[config.mk]
export PLATFORM = sky130hd
export DESIGN_NAME = addsub_arbiter
export DESIGN_NICKNAME = d
export VERILOG_FILES = /design/src/rtl/addsub_arbiter.sv
export SDC_FILE = /design/constraint.sdc
export NUM_CORES = 1
export LEC_CHECK = 0
export BUFFER_PORTS_ARGS = -buffer_cell sky130_fd_sc_hd__buf_2
export CAP_MARGIN = 30
export CORE_AREA = 2 2 131 133
export DETAILED_ROUTE_END_ITERATION = 8
export DIE_AREA = 0 0 133 135
export PLACE_DENSITY = 0.74
export SLEW_MARGIN = 25
export SYNTH_ARGS = -nofsm -noshare
export SYNTH_HDL_FRONTEND = slang
export SYNTH_SLANG_ARGS = --single-unit
[constraint.sdc]
create_clock -name clk -period 6.9 [get_ports clk]
set_input_delay 1.38 -clock clk [delete_from_list [all_inputs] [get_ports clk]]
set_output_delay 1.38 -clock clk [all_outputs]
set_load 0.005 [all_outputs]
[src/rtl/addsub_arbiter.sv]
// Round-robin arbiter in front of one shared W-bit add/subtract datapath.
// N requesters compete with valid/ready; the winner's operands go through
// a single (W+1)-bit adder into a one-deep result register with backpressure.
module addsub_arbiter #(
  parameter int N   = 4,
  parameter int W   = 32,
  parameter int IDW = 2
) (
  input  logic             clk,
  input  logic             rst,
  input  logic [N-1:0]     req_valid,
  input  logic [N-1:0]     req_op,
  input  logic [N*W-1:0]   req_a,
  input  logic [N*W-1:0]   req_b,
  output logic [N-1:0]     req_ready,
  output logic             rsp_valid,
  input  logic             rsp_ready,
  output logic [W-1:0]     rsp_data,
  output logic [IDW-1:0]   rsp_id,
  output logic             rsp_carry,
  output logic             rsp_ovf,
  output logic [31:0]      op_count
);

  // Per-requester operand views of the packed buses.
  logic [N-1:0][W-1:0] a_lane, b_lane;
  assign a_lane = req_a;
  assign b_lane = req_b;

  logic [IDW-1:0] ptr_q, ptr_d;
  logic           vld_q, vld_d;
  logic [W-1:0]   data_q, data_d;
  logic [IDW-1:0] id_q, id_d;
  logic           carry_q, carry_d;
  logic           ovf_q, ovf_d;
  logic [31:0]    cnt_q, cnt_d;

  logic           gnt_found;
  logic [IDW-1:0] gnt_idx;
  logic           slot_free;
  logic           accept;

  // Scan req_valid from the pointer upward, wrapping; first set bit wins.
  always_comb begin : grant_scan
    int j;
    gnt_found = 1'b0;
    gnt_idx   = '0;
    for (int k = 0; k < N; k++) begin
      j = int'(ptr_q) + k;
      if (j >= N) j = j - N;
      if (!gnt_found && req_valid[j]) begin
        gnt_found = 1'b1;
        gnt_idx   = IDW'(j);
      end
    end
  end

  // The result slot can take a new op when empty or being drained this cycle.
  assign slot_free = !vld_q || rsp_ready;
  assign accept    = gnt_found && slot_free && !rst;

  // Ready goes only to the granted requester; reset forces it low.
  always_comb begin
    req_ready = '0;
    if (accept) req_ready[gnt_idx] = 1'b1;
  end

  // Shared adder: subtract is A + ~B + 1, so op drives both B inversion and carry-in.
  logic           op_sel;
  logic [W-1:0]   a_sel, b_sel;
  logic [W:0]     sum;
  logic           ovf_sel;
  assign op_sel  = req_op[gnt_idx];
  assign a_sel   = a_lane[gnt_idx];
  assign b_sel   = op_sel ? ~b_lane[gnt_idx] : b_lane[gnt_idx];
  assign sum     = {1'b0, a_sel} + {1'b0, b_sel} + (W+1)'(op_sel);
  assign ovf_sel = (a_sel[W-1] == b_sel[W-1]) && (sum[W-1] != a_sel[W-1]);

  // Next-state: load on accept, drop valid when drained, otherwise hold.
  always_comb begin
    ptr_d   = ptr_q;
    vld_d   = vld_q;
    data_d  = data_q;
    id_d    = id_q;
    carry_d = carry_q;
    ovf_d   = ovf_q;
    cnt_d   = cnt_q;
    if (accept) begin
      vld_d   = 1'b1;
      data_d  = sum[W-1:0];
      id_d    = gnt_idx;
      carry_d = sum[W];
      ovf_d   = ovf_sel;
      cnt_d   = cnt_q + 32'd1;
      ptr_d   = (gnt_idx == IDW'(N-1)) ? '0 : gnt_idx + IDW'(1);
    end else if (rsp_ready) begin
      vld_d   = 1'b0;
    end
  end

  // State registers with synchronous reset; a pending result is discarded.
  always_ff @(posedge clk) begin
    if (rst) begin
      ptr_q   <= '0;
      vld_q   <= 1'b0;
      data_q  <= '0;
      id_q    <= '0;
      carry_q <= 1'b0;
      ovf_q   <= 1'b0;
      cnt_q   <= '0;
    end else begin
      ptr_q   <= ptr_d;
      vld_q   <= vld_d;
      data_q  <= data_d;
      id_q    <= id_d;
      carry_q <= carry_d;
      ovf_q   <= ovf_d;
      cnt_q   <= cnt_d;
    end
  end

  assign rsp_valid = vld_q;
  assign rsp_data  = data_q;
  assign rsp_id    = id_q;
  assign rsp_carry = carry_q;
  assign rsp_ovf   = ovf_q;
  assign op_count  = cnt_q;

endmodule

==> results.py <==
metrics = {
    "run_status": {
        "status": "finished, final reports clean",
    },
    "global_route": {
        "grt_use_total": 0.278,
        "grt_pass1_vias": 7628,
        "antenna_found_initial": 0,
        "grt.overflow.total": 0,
        "grt_max_degree": 85,
        "grt_pass1_wl_um": 40000,
    },
    "logic_synthesis": {
        "async_flop_share": 0,
        "yosysTopAreaCellShare": 0.207,
        "ys_top_cells_by_area": "dfxtp_1 (21%), nand2_1 (18%), and3_1 (7.4%)",
        "syn_avg_cell_area_um2": 6.57,
        "syn-cell-area_mm2": 0.00688,
        "ys_top_cells_by_count": "nand2_1 (321), and3_1 (81), dfxtp_1 (71), a31oi_1 (67), clkbuf_1 (67)",
        "synth_edf_count": 0,
        "synth_most_common_cell": "nand2_1",
        "netlist_instances": 1048,
        "ys_types": 63,
        "synth-main-ff-cell": "dfxtp_1",
        "synth_nets": 1352,
        "yosys_warnings": 0,
        "seq_area_frac_synth": 0.207,
        "ys_ff_latch": 71,
        "yosysTopAreaCell": "dfxtp_1",
    },
    "timing": {
        "fin_ws_ns": 0.811,
        "hold_viol": 0,
        "hold_slack_ns": 0.447,
        "fmax_mhz": 164,
        "fin_setup_tns_ns": 0,
        "finalCriticalPeriod_ns": 6.09,
        "setup_viol": 0,
        "worstMarginPinSlew_ns": 0.788,
        "finalMaxSlewViolations": 0,
        "post-route-period-util": 0.882,
        "skew_ns": 0.00525,
        "relSlewSlack": 0.470,
        "rsz0062_at_grt": "false",
    },
    "min_path": {
        "worstHoldPathCells": 2,
        "hp-start": "rsp_data[8]$_SDFFE_PP0P_",
        "hp-class": "reg -> reg",
        "whs_endpoint": "rsp_data[8]$_SDFFE_PP0P_",
    },
    "drt": {
        "drt_first_iter_violations": 691,
        "wl_per_cell_um": 16.9,
        "dr_total_vias": 8616,
        "wirelength_um": 26400,
        "dr.pass1.iters": 6,
        "viasPerCell": 5.51,
        "postRouteAntennaNets": 0,
        "drc": 0,
    },
    "placement": {
        "post_dp_cell_area_mm2": 0.00874,
        "gp_congestion": 0.968,
        "dpl.hpwl_um": 21000,
        "dp_worst_setup_slack_ns": 0.559,
        "place_inst": 1548,
        "io_buffers": 339,
    },
    "cells_and_area": {
        "layout-drive-gt1-share": 0.285,
        "syn_to_final_growth_pct": 31.6,
        "fin_area_mm2": 0.00905,
        "diodes": 0,
        "nets": 1643,
        "nFillCells": 1654,
        "instances_no_fill": 1564,
    },
    "clocking": {
        "clkSinkCount": 71,
        "clock_latency_ns": 0.33,
        "cts_tree": "done",
        "cts_root_buf": "clkbuf_16",
        "cts_hold_buf": 0,
        "h-tree-depth": 3,
        "numCtsBuffers": 9,
        "clk_pin_slew_worst_paths_ns": 0.06,
        "postCtsSetupRepairBufs": 0,
        "cts.repair.resized": 0,
        "clockBufferDepth": 2,
    },
    "power_and_ir_drop": {
        "ir_worst_vdd_mv": 0.149,
        "p_per_area_mw_per_mm2": 390,
        "p_leak_nw": 4.61,
    },
    "critical_path": {
        "crit_path_end_kind": "register",
        "cp.required_ns": 7.12,
        "start_kind": "primary input",
        "crit_type": "in -> reg",
        "crit_fanout": 40,
        "arrival_ns": 6.30,
        "rr_endpoint": "rsp_data[30]$_SDFFE_PP0P_",
        "reg2reg_depth": 18,
        "rrSetupSlack_ns": 1.71,
        "rr_startpoint": "ptr_q[0]$_SDFFE_PP0P_",
        "critical_path.startpoint": "req_valid[1]",
    },
    "floorplan": {
        "die_x_um": 133,
        "core_area_mm2": 0.0164,
        "start_util": 0.420,
        "num_io_pins": 340,
        "die_h_um": 135,
        "row_count": 47,
        "die_area_mm2": 0.0180,
    },
    "flow_run": {
        "drv_cap": 0,
    },
}
## kinds of logic (layout without fill, tap and decap cells)
logic type | count (synthesis) | in the layout | share of synthesized area
xor gates and xnor gates | 75 | 75 | 0.0954
DFF | 71 | 71 | 0.207
adders and majority gates | 37 | 37 | 0.0684
AOI/OAI and AO/OA | 226 | 226 | 0.214
buffers and inverters | 86 | 382 | 0.0474
muxes | 2 | 2 | 0.00364
and+or+nand+nor | 551 | 551 | 0.364
## state kept, by name, indices dropped and copies added, names as in the netlist
| signal | cells |
|---|---|
| ptr_q | 2 |
| rsp_carry | 1 |
| rsp_ovf | 1 |
| rsp_valid | 1 |
| rsp_data | 32 |
| op_count | 32 |
| rsp_id | 2 |
## layout by cell type (no fill, tap or decap), types with 3 or more instances in the layout
| cell type | synthesis | layout |
|---|---|---|
| a221oi_1 | 3 | 3 |
| clkbuf_16 | 0 | 9 |
| nor4b_1 | 3 | 3 |
| o2111ai_1 | 4 | 4 |
| o21bai_1 | 6 | 6 |
| ha_1 | 36 | 36 |
| nor2_1 | 50 | 50 |
| o211ai_1 | 3 | 3 |
| dfxtp_1 | 71 | 71 |
| nand4_1 | 8 | 8 |
| o311ai_0 | 3 | 3 |
| xor2_1 | 52 | 52 |
| a21bo_2 | 3 | 3 |
| inv_1 | 12 | 12 |
| o31ai_1 | 3 | 3 |
| or4_1 | 3 | 3 |
| o21a_1 | 6 | 6 |
| and3_1 | 81 | 81 |
| a211oi_1 | 7 | 7 |
| nor3_1 | 12 | 12 |
| buf_2 | 3 | 339 |
| nand2_1 | 321 | 321 |
| xnor2_1 | 23 | 23 |
| nor2b_1 | 9 | 9 |
| o21ai_0 | 22 | 22 |
| a31oi_1 | 67 | 67 |
| nand3_1 | 33 | 33 |
| or2_2 | 3 | 3 |
| a21oi_1 | 60 | 59 |
| a21o_1 | 14 | 14 |
| buf_4 | 0 | 11 |
| or3_1 | 8 | 8 |
| nor3b_1 | 4 | 4 |
| nor4_1 | 5 | 5 |
## worst max path at each step
stage          slack (ns)                         to  depth (start not counted)
3_3_place_gp         0.67     rsp_carry$_SDFFE_PP0P_                         20
5_1_grt              0.50  rsp_data[30]$_SDFFE_PP0P_                         19
4_1_cts              0.87  rsp_data[30]$_SDFFE_PP0P_                         19
2_1_floorplan        0.89     rsp_carry$_SDFFE_PP0P_                         22
3_5_place_dp         0.56  rsp_data[30]$_SDFFE_PP0P_                         19
6_report             0.81  rsp_data[30]$_SDFFE_PP0P_                         19
## stage by stage
stage	util	power, mW
floorplan	-	2.32
global placement	0.533	2.97
detailed placement	0.533	2.99
CTS	0.552	3.49
global route	0.552	3.79
finish	0.552	3.53
## power by group
| group | switching (mW) | total (mW) | internal (mW) |
|---|---|---|---|
| Sequential | 0.0484 | 0.544 | 0.496 |
| Clock | 0.174 | 0.492 | 0.317 |
| Combinational | 1.46 | 2.50 | 1.03 |
| Total | 1.69 | 3.53 | 1.85 |
## final cells by class
type | instances | area (um^2) | share of cell area
multi-input combinational | 891 | 5170 | 0.571
timing repair buffer | 352 | 1820 | 0.201
sequential | 71 | 1420 | 0.157
tap | 220 | 275 | 0.0304
clock buffer | 11 | 233 | 0.0257
clock inverter | 5 | 82.6 | 0.00912
inverter | 14 | 55.1 | 0.00608
## worst max-delay path: stages
cell	delay, ns
buf_2	0.12
nor2_1	0.36
or4b_1	0.36
and2_4	0.28
buf_4	0.36
nand2_1	0.09
and3_1	0.19
a31oi_1	0.16
xor2_1	0.13
fa_1	0.45
a21o_1	0.20
a21oi_1	0.23
o21bai_1	0.12
a2111o_1	0.43
and3_1	0.21
a2111oi_0	0.40
o31a_1	0.30
o21ai_0	0.18
o311ai_0	0.34
## metal layers
metal	wire length, um	share of wire	global-route usage
met3	1880	0.071	0.0349
met2	12400	0.47	0.458
met1	11700	0.44	0.388
met5	0	0	0
met4	441	0.017	0.0663
Power figures use the tool's default switching activity.
